[src/rtl/fp32_cvt_pkg.sv]
// Shared constants and FP32 field layout for the FP32 -> INT32 conversion slice.
package fp32_cvt_pkg;

  localparam logic [31:0] INT32_MAX = 32'h7FFFFFFF;
  localparam logic [31:0] INT32_MIN = 32'h80000000;

  localparam int FLAG_NV = 2;
  localparam int FLAG_OF = 1;
  localparam int FLAG_NX = 0;

  localparam int EXP_W    = 8;
  localparam int MAN_W    = 23;
  localparam int EXP_BIAS = 127;

  // Biased exponent of 1.0, and of 2^31 (first magnitude that no longer fits)
  localparam logic [EXP_W-1:0] EXP_ONE = EXP_W'(EXP_BIAS);
  localparam logic [EXP_W-1:0] EXP_SAT = EXP_W'(EXP_BIAS + 31);

  // -2^31.0 is the one saturating-range input that is exactly representable
  localparam logic [31:0] FP32_NEG_2P31 = 32'hCF000000;

  typedef struct packed {
    logic             sign;
    logic [EXP_W-1:0] exponent;
    logic [MAN_W-1:0] man;
  } fp32_t;

endpackage

[src/rtl/fp32_to_int32.sv]
// Combinational FP32 -> INT32 converter: round toward zero, NaN -> 0, saturating.
module fp32_to_int32
  import fp32_cvt_pkg::*;
(
  input  logic [31:0] operand,
  output logic [31:0] result
);

  fp32_t            f;
  logic [EXP_W-1:0] shift;
  logic [54:0]      wide;
  logic [31:0]      mag;

  assign f = operand;

  // Integer part is the significand shifted left by the unbiased exponent,
  // then the 23 fraction bits dropped; only used for exponents 0..30.
  always_comb begin
    shift  = f.exponent - EXP_ONE;
    wide   = {31'b0, 1'b1, f.man} << shift;
    mag    = wide[54:23];
    result = '0;
    if (f.exponent == '1) begin
      result = (|f.man) ? '0 : (f.sign ? INT32_MIN : INT32_MAX);
    end else if (f.exponent < EXP_ONE) begin
      result = '0;
    end else if (f.exponent >= EXP_SAT) begin
      result = f.sign ? INT32_MIN : INT32_MAX;
    end else begin
      result = f.sign ? -mag : mag;
    end
  end

endmodule

[src/rtl/fp32_to_int32_rr_arb.sv]
// Round-robin grant over NUM_REQ requesters; priority pointer moves past the winner on advance.
module fp32_to_int32_rr_arb #(
  parameter int NUM_REQ = 4,
  parameter int ID_W    = $clog2(NUM_REQ)
) (
  input  logic               clk,
  input  logic               rst,
  input  logic [NUM_REQ-1:0] valid,
  input  logic               advance,
  output logic [NUM_REQ-1:0] grant,
  output logic [ID_W-1:0]    grant_id,
  output logic               grant_valid
);

  logic [ID_W-1:0] ptr;
  logic [ID_W:0]   idx;

  // Scan from the farthest offset down so the nearest valid requester to ptr wins last.
  always_comb begin
    grant       = '0;
    grant_id    = '0;
    grant_valid = 1'b0;
    idx         = '0;
    for (int k = NUM_REQ - 1; k >= 0; k--) begin
      idx = {1'b0, ptr} + (ID_W + 1)'(k);
      if (idx >= (ID_W + 1)'(NUM_REQ)) begin
        idx = idx - (ID_W + 1)'(NUM_REQ);
      end
      if (valid[idx[ID_W-1:0]]) begin
        grant_id    = idx[ID_W-1:0];
        grant_valid = 1'b1;
      end
    end
    if (grant_valid) begin
      grant[grant_id] = 1'b1;
    end
  end

  always_ff @(posedge clk) begin
    if (rst) begin
      ptr <= '0;
    end else if (advance) begin
      ptr <= (grant_id == ID_W'(NUM_REQ - 1)) ? '0 : grant_id + 1'b1;
    end
  end

endmodule

[src/rtl/fp32_to_int32_arb.sv]
// Shared FP32 -> INT32 converter with round-robin request arbitration and a 2-stage pipeline.
// Build with FP32_CVT_FLAGS_EN to add the {NV, OF, NX} rsp_flags output.
module fp32_to_int32_arb
  import fp32_cvt_pkg::*;
#(
  parameter int NUM_REQ = 4,
  parameter int ID_W    = $clog2(NUM_REQ)
) (
  input  logic                  clk,
  input  logic                  rst,
  input  logic [NUM_REQ-1:0]    req_valid,
  output logic [NUM_REQ-1:0]    req_ready,
  input  logic [NUM_REQ*32-1:0] req_data,
  output logic                  rsp_valid,
  input  logic                  rsp_ready,
  output logic [31:0]           rsp_data,
`ifdef FP32_CVT_FLAGS_EN
  output logic [ID_W-1:0]       rsp_id,
  output logic [2:0]            rsp_flags
`else
  output logic [ID_W-1:0]       rsp_id
`endif
);

  logic [NUM_REQ-1:0] grant;
  logic [ID_W-1:0]    grant_id;
  logic               grant_valid;
  logic [31:0]        grant_data;

  logic               s1_valid;
  logic [31:0]        s1_data;
  logic [ID_W-1:0]    s1_id;
  logic [31:0]        cvt_result;

  logic               s1_load;
  logic               s2_load;

  assign s2_load   = !rsp_valid | rsp_ready;
  assign s1_load   = !s1_valid | s2_load;
  assign req_ready = rst ? '0 : (grant & {NUM_REQ{s1_load}});

  fp32_to_int32_rr_arb #(
    .NUM_REQ(NUM_REQ),
    .ID_W   (ID_W)
  ) u_arb (
    .clk        (clk),
    .rst        (rst),
    .valid      (req_valid),
    .advance    (s1_load & grant_valid),
    .grant      (grant),
    .grant_id   (grant_id),
    .grant_valid(grant_valid)
  );

  always_comb begin
    grant_data = '0;
    for (int i = 0; i < NUM_REQ; i++) begin
      if (grant[i]) begin
        grant_data = req_data[32*i +: 32];
      end
    end
  end

  always_ff @(posedge clk) begin
    if (rst) begin
      s1_valid <= 1'b0;
      s1_data  <= '0;
      s1_id    <= '0;
    end else if (s1_load) begin
      s1_valid <= grant_valid;
      s1_data  <= grant_data;
      s1_id    <= grant_id;
    end
  end

  fp32_to_int32 u_cvt (
    .operand(s1_data),
    .result (cvt_result)
  );

  // Payload only moves on a real result so a bubble leaves the last value parked.
  always_ff @(posedge clk) begin
    if (rst) begin
      rsp_valid <= 1'b0;
      rsp_data  <= '0;
      rsp_id    <= '0;
    end else if (s2_load) begin
      rsp_valid <= s1_valid;
      if (s1_valid) begin
        rsp_data <= cvt_result;
        rsp_id   <= s1_id;
      end
    end
  end

`ifdef FP32_CVT_FLAGS_EN
  fp32_t            s1_f;
  logic [EXP_W-1:0] s1_shift;
  logic [2:0]       s1_flags;
  logic             is_nan;
  logic             is_inf;

  assign s1_f     = s1_data;
  assign s1_shift = s1_f.exponent - EXP_ONE;
  assign is_nan   = (s1_f.exponent == '1) &&  (|s1_f.man);
  assign is_inf   = (s1_f.exponent == '1) && !(|s1_f.man);

  // Inexact only for in-range values: fraction bits below the binary point are nonzero.
  always_comb begin
    s1_flags          = '0;
    s1_flags[FLAG_NV] = is_nan;
    s1_flags[FLAG_OF] = is_inf ||
                        ((s1_f.exponent != '1) && (s1_f.exponent >= EXP_SAT) &&
                         (s1_data != FP32_NEG_2P31));
    if (s1_f.exponent < EXP_ONE) begin
      s1_flags[FLAG_NX] = |{s1_f.exponent, s1_f.man};
    end else if (s1_f.exponent < EXP_SAT) begin
      s1_flags[FLAG_NX] = |(s1_f.man & ({MAN_W{1'b1}} >> s1_shift));
    end
  end

  always_ff @(posedge clk) begin
    if (rst) begin
      rsp_flags <= '0;
    end else if (s2_load && s1_valid) begin
      rsp_flags <= s1_flags;
    end
  end
`endif

endmodule

[config.mk]
export PLATFORM = sky130hd
export DESIGN_NAME = fp32_to_int32_arb
export DESIGN_NICKNAME = d
export VERILOG_FILES = /design/src/rtl/fp32_cvt_pkg.sv /design/src/rtl/fp32_to_int32.sv /design/src/rtl/fp32_to_int32_rr_arb.sv /design/src/rtl/fp32_to_int32_arb.sv
export SDC_FILE = /design/constraint.sdc
export NUM_CORES = 1
export LEC_CHECK = 0
export CAP_MARGIN = 10
export CORE_MARGIN = 5
export CORE_UTILIZATION = 48
export DETAILED_ROUTE_END_ITERATION = 7
export DONT_BUFFER_PORTS = 1
export HOLD_SLACK_MARGIN = 0.1
export PLACE_DENSITY = 0.62
export SLEW_MARGIN = 20
export SYNTH_ARGS = -nofsm -noshare
export SYNTH_HDL_FRONTEND = slang
export SYNTH_HIERARCHICAL = 1
export SYNTH_SLANG_ARGS = --single-unit
export TNS_END_PERCENT = 30
[constraint.sdc]
create_clock -name clk -period 5 [get_ports clk]
set_input_delay 0.25 -clock clk [delete_from_list [all_inputs] [get_ports clk]]
set_output_delay 0.25 -clock clk [all_outputs]
set_load 0.01 [all_outputs]
## Word-level counts from Yosys, hierarchy flattened

Cells that the tools add are included.
Widths: inputs -> output; s select.

- Bits in registers: 72
- Output and inout port bits: 39
- Word-level logic and storage cells: 76

- Add/sub/neg operators: 10
- Order comparisons: 12
- Equality and inequality tests: 2
- Shifts and indexed selects: 1
- Multiplexer cells: 35
- Bitwise logic cells: 4
- Reductions and logical operators: 5

Operators by type and width:

| operator | count |
|---|---|
| $mux 32 | 10 |
| $shl 24x8->55 | 1 |
| $neg 32->32 | 1 |
| $reduce_or 23->1 | 1 |
| $mux 2 | 9 |
| $lt 2x3->1 const B | 5 |
| $ge 3x3->1 const B | 3 |
| $mux 1 | 9 |
| $bmux 1 s2 | 4 |
| $eq 8x8->1 const B | 1 |
| $ge 8x8->1 const B | 1 |
| $lt 8x7->1 const B | 1 |
| $mux 4 | 2 |
| $sub 2x1->2 const B | 4 |
| $sub 8x7->8 const B | 1 |
| $add 2x2->3 const B | 2 |
| $and 4x4->4 | 1 |
| $add 2x1->3 const B | 1 |
| $ge 2x3->1 const B | 1 |
| $add 2x1->2 const B | 1 |
| $demux 1 s2 | 1 |
| $eq 2x2->1 const B | 1 |
| $ge 2x1->1 const B | 1 |
| $logic_not 1->1 | 2 |
| 4 further kinds | 5 |

## Depth between registers and ports, before layout

Gate-level depths: netlist (run 1).

- Word-level depth: 18
- Mapped depth: 19

## Hierarchy

Netlist (run 1), hierarchy kept.

By module, submodules not included:

| module | instances | cells an instance | area an instance (um^2) |
|---|---|---|---|
| fp32_to_int32 | 1 | 596 | 4139.0 |
| fp32_to_int32_arb | 1 | 470 | 3843.7 |
| fp32_to_int32_rr_arb | 1 | 30 | 241.5 |

## Least setup slack after synthesis (run 1)

Ideal clock, no wire load.

- Path kind: reg2reg
- Start point: register s1_data[23]
- End point: register rsp_data[31]
- Setup time: 0.071 ns
- Arrival: 4.398 ns
- Slack: 0.531 ns
- Cell stages (with the launch flop): 19
- Path buffers: 4
- Cells stage by stage: dfxtp_1 -> buf_2 -> buf_2 -> inv_1 -> ha_1 -> clkbuf_1 -> clkbuf_1 -> mux4_2 -> mux2_2 -> nor2_1 -> a21oi_1 -> a31o_1 -> a221oi_1 -> nand3b_1 -> or4_4 -> o22a_1 -> o211ai_2 -> nand3_1 -> a21oi_1

- Cells in the longest elaborated chain, start to end: 7

RTL lines:

| what | line | RTL |
|---|---|---|
| start: declaration | fp32_to_int32_arb.sv:31 | `logic [31:0] s1_data;` |
| start signal: assignment | fp32_to_int32_arb.sv:71 | `s1_data <= grant_data;` |
| $sub 8x7->8 | fp32_to_int32.sv:19 | `shift = f.exponent - EXP_ONE;` |
| $shl 24x8->55 | fp32_to_int32.sv:20 | `wide = {31'b0, 1'b1, f.man} << shift;` |
| $neg 32->32 | fp32_to_int32.sv:30 | `result = f.sign ? -mag : mag;` |
| $mux 32 | fp32_to_int32.sv:30 |  |
| $mux 32 | fp32_to_int32.sv:27 | `end else if (f.exponent >= EXP_SAT) begin` |
| $mux 32 | fp32_to_int32.sv:25 | `end else if (f.exponent < EXP_ONE) begin` |
| $mux 32 * | fp32_to_int32.sv:23 | `if (f.exponent == '1) begin` |
| net cvt_result[31] | fp32_to_int32_arb.sv:33 | `logic [31:0] cvt_result;` |
| end signal: assignment | fp32_to_int32_arb.sv:90 | `rsp_data <= cvt_result;` |
| end: declaration | fp32_to_int32_arb.sv:16 | `output logic [31:0] rsp_data,` |

Mark *: on every way through the listed nets, which the timed path passes. The rest lies on a longest branch.
A chain may end at the register's enable or synchronous reset.

## Final worst setup path (run 1)

- Start point: register s1_data[24]
- End point: register rsp_data[31]

Same word-level chain as after synthesis.

==> results_dict.tcl, run 1 <==
set metrics [dict create \
    status "completed" \
    clock_power_share_pct 21.1 \
    post-dp-hpwl_um 20600 \
    io_pins 174 \
    postPlaceCellArea_um2 8305 \
    busiest_layer "met2" \
    grt_first_pass_wirelength_um 43290 \
    netlist-cell-type-count 92 \
    powerDensity_nw_per_um2 401.6 \
    io_buffers 0 \
    grt_max_degree 73 \
    routed_wl_um 27560 \
    whs_ps 109.9 \
    slew_headroom_pct 25.23 \
    post-route-util_pct 53.03 \
    use_met2_pct 42.04 \
    cp_max_fo 14 \
    hold_viol 0 \
    reg2reg_from "s1_data[24]" \
    die_y_um 140.9 \
    drive_gt1_share_pct 13.26 \
    period_needed_ps 4542 \
    hp-class "input port to flip-flop" \
    finalNonFillerCells 1283 \
    start_util_pct 49.24 \
    yosysWarningCount 6 \
    p_comb_share_pct 57.6 \
    setup_tns_ps 0 \
    cts_made_buffers 9 \
    cts_setup_buffers 0 \
    synth_nets 1238 \
    via_count 8689 \
    ys_seq_area_share_pct 17.53 \
    synth_area_um2 8224 \
    cts_tree "yes" \
    reg2reg_to "rsp_data[31]" \
    crit_arrival_ps 4820 \
    grt.met3_usage_pct 5.249 \
    stdcell_area_um2 8857 \
    min_delay_path_depth 2 \
    firstDrtPassIters 6 \
    root_buffer "clkbuf_16" \
    postSynthAreaPerCell_um2 7.504 \
    synthFlopType "dfxtp_1" \
    finalSetupViolCount 0 \
    grt_pass1_vias 7921 \
    power_switching_w 0.001623 \
    path_class "flip-flop to flip-flop" \
    synthCells 1096 \
    wl_per_cell_um 21.48 \
    use_met1_pct 35.44 \
    r2r_setup_slack_ps 460 \
    ys_ff_latch 72 \
    route.detailed.drc 0 \
    core_area_um2 16700 \
    cts_resized 0 \
    dieArea_um2 19850 \
    cellLeakagePower_nw 3.081 \
    fillers 1600 \
    antenna_left 0 \
    vias_per_cell 6.772 \
    cts.path.max_buffers 2 \
    tightest_slew_ps 1117 \
    async_reset_ff_share_pct 0 \
    switching_share_pct 45.63 \
    finClkSkew_ps 9.953 \
    p_int_w 0.001934 \
    start_kind "flip-flop" \
    ir_drop_uv 223.2 \
    hold-path-endpoint "s1_data[13]" \
    h-tree-depth 3 \
    diodes 0 \
    cap_viol_max_count 0 \
    clock-sinks 72 \
    synthToLayoutAreaGrowth_pct 7.698 \
    antenna_found_initial 0 \
    worstPathRequired_ps 5280 \
    worstHoldStart "req_data[109]" \
    period_share_pct 90.85 \
    overflow 0 \
    dp.cells 1249 \
    gp_routability_congestion 1.037 \
    rsz0062_at_grt "false" \
    clk_latency_ps 350 \
    ff2ff_path_depth 14 \
    pwr-share-seq_pct 21.3 \
    clkSlewWorstSetupHoldPaths_ps 60 \
    max_freq_mhz 220.1 \
    die_w_um 140.9 \
    synth_edf_count 0 \
    slew_viol_final 0 \
    rows 47 \
    nets 1200 \
    grtUsageTotal_pct 26.51 \
    crit_path_end_kind "flip-flop" \
    drt_iter0_drc 1075 \
]
[worst max-delay path, stage by stage (launching register included)]
cell and delay, ps:
dfxtp_1 400, ha_1 280, buf_4 210, xnor2_2 670, mux2i_1 200, mux2_2 370, a22oi_1 300, o221ai_1 240
nor4_4 480, nand4_2 300, or4_4 500, o22a_1 190, o211ai_2 130, nand3_1 80, a21oi_1 140
[final cells by class]
cell class,count,area [um^2],share of cell area [%]
Clock buffer,10,229.0,2.585
Clock inverter,6,115.1,1.300
Inverter,51,191.4,2.161
Multi-Input combinational cell,863,6073,68.57
Sequential cell,72,1443,16.29
Tap cell,220,275.3,3.108
Timing Repair Buffer,61,530.5,5.990
[cell usage in the layout, fill, tap and decap left out, drive strengths merged, types with 5 or more instances in the layout]
cell type,count
a221o,34
nand3,63
a32o,5
xnor2,16
or2,5
nor3,18
a311oi,34
a221oi,10
inv,52
nand4,13
a21oi,141
mux4,10
mux2,14
o32ai,6
xor2,16
and3,7
dfxtp,72
a21o,6
nor4,12
nor2b,9
a31oi,11
o31ai,12
o21ai,69
nor2,75
mux2i,47
and2,11
a32oi,7
nand2,77
clkbuf,10
o22ai,6
nand3b,38
dlygate4sd3,16
ha,7
buf,45
a211oi,10
nand2b,10
[stage by stage]
stage	total power (W)	setup slack [ps]
after floorplan	0.002267	530.5
after global placement	0.002721	657.3
after detailed placement	0.002712	530.6
after CTS	0.003491	528.5
after global routing	0.003752	191.6
final	0.003557	457.5
[how the worst max path moves through the flow]
stage	start	end	slack, ps	depth (start not counted)
CTS	s1_data[24]	rsp_data[31]	530	14
floorplan	s1_data[23]	rsp_data[31]	530	18
global placement	s1_data[24]	rsp_data[31]	660	14
global route	s1_data[24]	rsp_data[24]	190	14
finish	s1_data[24]	rsp_data[31]	460	14
detailed placement	s1_data[24]	rsp_data[31]	530	14
[cell usage after synthesis, types with 34 or more instances]
| cell | n | area [um^2] |
|---|---|---|
| a21oi_1 | 141 | 705.7 |
| nand2_1 | 77 | 289.0 |
| nor2_1 | 75 | 281.5 |
| dfxtp_1 | 72 | 1441 |
| nand3_1 | 63 | 315.3 |
| clkbuf_1 | 61 | 229.0 |
| o21ai_0 | 56 | 280.3 |
| inv_1 | 51 | 191.4 |
| mux2i_1 | 47 | 470.5 |
| nand3b_1 | 38 | 285.3 |
| a221o_1 | 34 | 340.3 |
[metal layers]
layer / wire (um) / share of wire [%] / vias to the layer above
met5: 0 / 0 / -
met3: 2338 / 8.5 / 83
met1: 11570 / 42 / 4037
met4: 1037 / 3.8 / 0
met2: 12620 / 46 / 478
li1: - / - / 4091
[flip-flops by register name (all words and copies together) (netlist names)]
register and count:
rsp_data 32, s1_data 32, s1_valid 1, rsp_id 2
rsp_valid 1, u_arb/ptr 2, s1_id 2
[timing repair]
| action | 4_1_cts | 5_1_grt |
|---|---|---|
| hold endpoints to repair | 72 | 1 |
| endpoints found under the setup margin | 0 | 0 |
| hold buffers | 16 | 1 |
[cell families after synthesis]
logic type                 after synthesis  synth area share (%)
AOI/OAI and AO/OA                      397                 35.02
DFF                                     72                 17.53
xor gates and xnor gates                32                 3.591
buffers and inverters                  161                 9.235
and+or+nand+nor                        356                 22.87
adders and majority gates                7                 1.065
muxes                                   71                 10.70
[power by group through the flow]
stage	clock network (W)	registers (W)	logic [W]
6_report	0.000750	0.000758	0.00205
5_1_grt	0.000796	0.000772	0.00218
4_1_cts	0.000760	0.000758	0.00197
3_5_place_dp	0	0.000771	0.00194
3_3_place_gp	0	0.000768	0.00195
2_1_floorplan	0	0.000718	0.00155
Power figures use the tool's default switching activity.
==> run 2, diff against run 1 <==
--- a/config.mk
+++ b/config.mk
@@ -5,6 +5,7 @@
 export SDC_FILE = /design/constraint.sdc
 export NUM_CORES = 1
 export LEC_CHECK = 0
+export ABC_AREA = 1
 export CAP_MARGIN = 10
 export CORE_MARGIN = 5
 export CORE_UTILIZATION = 48
==> results_dict.tcl, run 2 <==
set metrics [dict create \
    synth_compound_area_share_pct 16.53 \
    async_reset_ff_share_pct 0 \
    yosysWarningCount 6 \
    setup_tns_ps 0 \
    gp_routability_congestion 0.9967 \
    clkSlewWorstSetupHoldPaths_ps 60 \
    synth.area.top_cells "nand2_1 (19%), dfxtp_1 (18%), nand3_1 (18%)" \
    h-tree-depth 3 \
    hp-class "input port to flip-flop" \
    cts_tree "yes" \
    reg_top3 "rsp_data: 32 flops, s1_data: 32 flops" \
    synth_area_um2 8030 \
    antenna_found_initial 0 \
    hold-path-endpoint "rsp_valid" \
    clk_latency_ps 340 \
    die_w_um 139.3 \
    period_share_pct 83.64 \
    ys_seq_area_share_pct 17.95 \
    overflow 0 \
    worstPathRequired_ps 5240 \
    netlist-cell-type-count 41 \
    final_common_cell "nand2_1" \
    firstDrtPassIters 6 \
    io_pins 174 \
    path_buf_inv 1 \
    via_count 9626 \
    max_freq_mhz 239.1 \
    grt_max_degree 75 \
    rsz0062_at_grt "false" \
    wl_per_cell_um 16.88 \
    cp_max_fo 29 \
    cap_viol_max_count 0 \
    synthAdderAreaFrac_pct 1.091 \
    worst_path_dominant_cell_family "simple AND/OR/NAND/NOR gates" \
    reg2reg_to "rsp_data[16]" \
    yosys.cell_count.top_type "nand2_1" \
    synth_commonest_cells "nand2_1 (397), nand3_1 (281), nor2_1 (139)" \
    root_buffer "clkbuf_16" \
    ys_ff_latch 72 \
    grt_pass1_vias 8466 \
    crit_arrival_ps 4420 \
    synthCells 1481 \
    die_y_um 139.3 \
    mostFrequentLayoutCells "nand2_1 (397), nand3_1 (280), nor2_1 (135), inv_1 (123), a21oi_1 (108)" \
    ir_drop_uv 427.6 \
    r2r_setup_slack_ps 820 \
    yosys.area_share.simple_pct 51.04 \
    stdcell_area_um2 8328 \
    route.detailed.drc 0 \
    postSynthAreaPerCell_um2 5.422 \
    io_buffers 0 \
    synthToLayoutAreaGrowth_pct 3.708 \
    synth_top_area_share_pct 18.56 \
    min_delay_path_depth 3 \
    critical-path-slowest-cell "dfxtp_1" \
    synth_top_family_by_area "simple AND/OR/NAND/NOR gates" \
    start_util_pct 48.60 \
    synthFlopType "dfxtp_1" \
    rows 47 \
    hold_viol 0 \
    nets 1558 \
    post-dp-hpwl_um 20900 \
    synth_nets 1623 \
    diodes 0 \
    vias_per_cell 5.866 \
    cts.path.max_buffers 2 \
    slew_viol_final 0 \
    antenna_left 0 \
    dieArea_um2 19420 \
    drt_iter0_drc 1078 \
    routed_wl_um 27710 \
    slew_headroom_pct 35.71 \
    tightest_slew_ps 963.3 \
    synthMuxAreaShare_pct 0 \
    path_class "flip-flop to flip-flop" \
    slowest_delay_ps 690 \
    grt_first_pass_wirelength_um 44230 \
    finClkSkew_ps 5.303 \
    status "completed" \
    cellLeakagePower_nw 4.276 \
    core_area_um2 16520 \
    cp_common_cell "nand3_1" \
    worstHoldStart "rsp_ready" \
    synth_edf_count 0 \
    powerDensity_nw_per_um2 787.9 \
    path_cells "nand3_2 -> nand4_1 -> nand3_1 -> nand3_1 -> nand3_1 -> nand3_1 -> nand2_1 -> inv_2 -> ha_1 -> nand3_1 -> nor2_2 -> nand3_2 -> o21ai_1 -> nand2_1 -> a21oi_1 -> o21ai_1 -> nand2_1 -> nand2_1 -> o21ai_0 -> nor2_1" \
    drive_gt1_share_pct 8.234 \
    period_needed_ps 4182 \
    crit_path_end_kind "flip-flop" \
    grtUsageTotal_pct 27.42 \
    cts_setup_buffers 0 \
    reg2reg_from "s1_data[30]" \
    ff2ff_path_depth 20 \
    postPlaceCellArea_um2 7973 \
    synth_top_cell_by_area "nand2_1" \
    cts_made_buffers 9 \
    clock-sinks 72 \
    finalSetupViolCount 0 \
    synth-xor-area-share_pct 0.4207 \
    start_kind "flip-flop" \
]
## run 2: cell count changes after synthesis, sizes merged, moves of 15 or more
cell / change
a221o: -34
a311oi: -34
clkbuf: -18
nand2: +336
inv: +93
a21oi: -25
nand3: +225
nor2: +77
nand3b: -36
o21ai: +56
xnor2: -15
mux2i: -47
nand4: +27
## run 2: layer usage
layer / routed length [um] / GRT usage, % / vias up
met4: 821 / 9.629 / 0
met5: 0 / 0 / -
met3: 2373 / 4.117 / 57
met2: 12460 / 42.65 / 485
li1: - / - / 4748
met1: 12050 / 38.66 / 4336
## run 2: cell type report
cell class	instances	area, um^2
tap	220	275.3
fill	1827	8197
multi-input combinational	1167	5578
clock buffer	10	229.0
inverter	146	548.0
timing repair buffer	20	165.2
sequential	72	1441
clock inverter	6	91.34
## run 2: cell families (layout without fill, tap and decap cells)
family | Yosys count | in the layout
buffers and inverters | 242 | 182
and+or+nand+nor | 907 | 907
adders and majority gates | 7 | 7
AOI/OAI and AO/OA | 250 | 250
DFF | 72 | 72
xor gates and xnor gates | 3 | 3
## run 2: worst max path at each step
stage | from | endpoint | slack (ps) | cells after the start
after floorplan | s1_data[23] | rsp_data[16] | 1520 | 24
after global placement | s1_data[30] | rsp_data[16] | 1020 | 20
after detailed placement | s1_data[30] | rsp_data[16] | 970 | 20
after CTS | s1_data[30] | rsp_data[16] | 970 | 20
after global routing | s1_data[30] | rsp_data[16] | 500 | 20
final | s1_data[30] | rsp_data[16] | 820 | 20
## run 2: what timing repair did
action                                 4_1_cts  5_1_grt
endpoints found under the hold margin        4        0
resized for setup                            0        0
hold buffers                                 1        0
## run 2: worst min-delay path, cell delays in order
cell,delay (ps)
inv_2,20
nand2_2,70
a21oi_1,70
## run 2: report_power, final
group          total [W]  switching [W]  leakage, nW  internal, W
registers       0.000955       0.000217        0.595     0.000738
logic            0.00490        0.00339         3.52      0.00150
clock network   0.000709       0.000269        0.157     0.000441
## run 2: metrics by stage
step                power (W)  util, %  hold WS, ps  worst slack (ps)  std cells
floorplan            0.004714        -        319.1              1517       1481
global placement     0.005702    48.22        320.8              1025       1623
detailed placement   0.005714    48.25        322.8             967.0       1623
CTS                  0.006451    50.25        102.1             969.5       1640
global route         0.007240    50.40        124.6             498.5       1641
finish               0.006562    50.40        115.6             818.1       1641
==> run 3, diff against run 2 <==
--- a/config.mk
+++ b/config.mk
@@ -12,7 +12,7 @@
 export DETAILED_ROUTE_END_ITERATION = 7
 export DONT_BUFFER_PORTS = 1
 export HOLD_SLACK_MARGIN = 0.1
-export PLACE_DENSITY = 0.62
+export PLACE_DENSITY = 0.64
 export SLEW_MARGIN = 20
 export SYNTH_ARGS = -nofsm -noshare
 export SYNTH_HDL_FRONTEND = slang
==> constraint.sdc (replaced) <==
create_clock -name clk -period 3.4 [get_ports clk]
set_input_delay 0.17 -clock clk [delete_from_list [all_inputs] [get_ports clk]]
set_output_delay 0.17 -clock clk [all_outputs]
set_load 0.01 [all_outputs]
==> results_dict.tcl, run 3 (synthesized netlist as in run 2, its figures left out) <==
set metrics [dict create \
    p_comb_share_pct 78.5 \
    grt_pass1_vias 9051 \
    worstHoldStart "req_data[119]" \
    root_buffer "clkbuf_16" \
    multi_input_comb_area_um2 5732 \
    r2r_setup_slack_ps 180 \
    power_switching_w 0.006137 \
    max_freq_mhz 310.7 \
    post-dp-hpwl_um 21420 \
    route.detailed.drc 0 \
    min_delay_path_depth 4 \
    ff2ff_path_depth 24 \
    drive_gt1_share_pct 12.58 \
    firstDrtPassIters 7 \
    fillers 1690 \
    cap_viol_max_count 0 \
    start_kind "flip-flop" \
    antenna_found_initial 0 \
    vias_per_cell 5.778 \
    finalNonFillerCells 1746 \
    die_w_um 139.3 \
    gp_routability_congestion 0.9696 \
    clock-sinks 72 \
    grtUsageTotal_pct 29.16 \
    clock_power_share_pct 8.9 \
    hold-path-endpoint "s1_data[23]" \
    period_share_pct 94.66 \
    wl_per_cell_um 17.02 \
    use_met1_pct 38.36 \
    busiest_layer "met2" \
    tightest_slew_ps 906.1 \
    hold_viol 0 \
    overflow 0 \
    io_buffers 0 \
    p_int_w 0.004746 \
    postPlaceCellArea_um2 8338 \
    use_met2_pct 46.79 \
    rsz0062_at_grt "true" \
    core_area_um2 16520 \
    start_util_pct 48.60 \
    antenna_left 0 \
    dieArea_um2 19420 \
    die_y_um 139.3 \
    reg2reg_to "rsp_data[30]" \
    crit_path_end_kind "flip-flop" \
    dp.cells 1654 \
    mostFrequentLayoutCells "nand2_1 (389), nand3_1 (274), nor2_1 (130), inv_1 (123), a21oi_1 (108)" \
    via_count 10090 \
    io_pins 174 \
    routed_wl_um 29720 \
    finClkSkew_ps 5.342 \
    grt_max_degree 75 \
    ir_drop_uv 818.7 \
    finalSetupViolCount 0 \
    cts.path.max_buffers 2 \
    reg_top3 "rsp_data: 32 flops, s1_data: 32 flops" \
    cellLeakagePower_nw 4.847 \
    grt.met3_usage_pct 5.626 \
    period_needed_ps 3218 \
    powerDensity_nw_per_um2 1141 \
    h-tree-depth 3 \
    drt_iter0_drc 1092 \
    synthToLayoutAreaGrowth_pct 18.81 \
    final_common_cell "nand2_1" \
    worstPathRequired_ps 3630 \
    cts_made_buffers 9 \
    switching_share_pct 56.39 \
    crit_arrival_ps 3450 \
    pwr-share-seq_pct 12.6 \
    slew_viol_final 0 \
    status "completed" \
    cts_tree "yes" \
    slew_headroom_pct 39.52 \
    regArea_um2 1450 \
    cp_max_fo 26 \
    post-route-util_pct 57.73 \
    stdcell_area_um2 9540 \
    clkSlewWorstSetupHoldPaths_ps 60 \
    path_class "flip-flop to flip-flop" \
    grt_first_pass_wirelength_um 46840 \
    clk_latency_ps 340 \
    reg2reg_from "s1_data[23]" \
    hp-class "input port to flip-flop" \
    rows 47 \
    diodes 0 \
    nets 1663 \
]
[run 3: critical path: stages (launching register included)]
cell and delay [ps]:
dfxtp_2 350, inv_2 60, ha_1 340, clkinv_1 90, buf_12 170, nand3_1 130, nand3_1 140, nand3_1 110
nand3_1 90, nand2_1 100, inv_2 90, ha_2 200, nand3_2 100, nor2_4 150, nand3_4 130, nand2_4 120
nand3_4 120, inv_2 80, nand2_1 50, nand2_1 60, nand3_1 60, nand2_1 60, nand2_1 60, o21ai_0 190
nor2_1 60
[run 3: area by class of cell]
cell class	count	share of cell area, %
inverters	146	5.770
clock buffers	10	2.505
flip-flops and latches	72	15.20
well taps	220	2.885
multi-input cells	1169	60.08
repair inverters	1	0.07869
clock inverters	6	0.6951
repair buffers	122	12.79
[run 3: how the worst max path moves through the flow]
stage	start	to	slack (ps)	depth (start not counted)
finish	s1_data[23]	rsp_data[30]	180	24
global route	s1_data[24]	rsp_data[22]	-100	27
CTS	s1_data[23]	rsp_data[16]	-10	23
detailed placement	s1_data[30]	rsp_data[22]	-120	22
global placement	s1_data[24]	rsp_data[16]	50	23
floorplan	s1_data[23]	rsp_data[16]	5	23
[run 3: layer usage]
layer | part of all wire, % | up-vias
li1 | - | 4974
met1 | 42 | 4553
met2 | 47 | 492
met3 | 8.2 | 69
met4 | 3.5 | 0
met5 | 0 | -
[run 3: power groups by stage]
| stage | Clock [W] | Sequential [W] | Combinational [W] |
|---|---|---|---|
| detailed placement | 0 | 0.00138 | 0.00747 |
| finish | 0.000968 | 0.00138 | 0.00854 |
| floorplan | 0 | 0.00129 | 0.00564 |
| global placement | 0 | 0.00137 | 0.00746 |
| CTS | 0.000990 | 0.00136 | 0.00794 |
| global route | 0.00103 | 0.00141 | 0.00946 |
[run 3: repair_timing]
| item | 4_1_cts | 5_1_grt |
|---|---|---|
| endpoints found under the hold margin | 36 | 0 |
| cloned | 0 | 3 |
| buffers inserted | 0 | 11 |
| hold buffers | 62 | 0 |
| resized for setup | 3 | 52 |
| pin swaps | 0 | 8 |
| endpoints found under the setup margin | 7 | 50 |
[run 3: through the flow]
stage | setup slack [ps] | TNS (ps) | total power [W] | hold WS [ps]
after global routing | -95.21 | -653.7 | 0.01190 | 107.8
after global placement | 45.54 | 0 | 0.008830 | 243.0
after CTS | -9.647 | -9.647 | 0.01029 | 100.1
after detailed placement | -116.2 | -292.6 | 0.008849 | 245.2
after floorplan | 5.257 | 0 | 0.006935 | 239.1
final | 181.6 | 0 | 0.01088 | 98.54
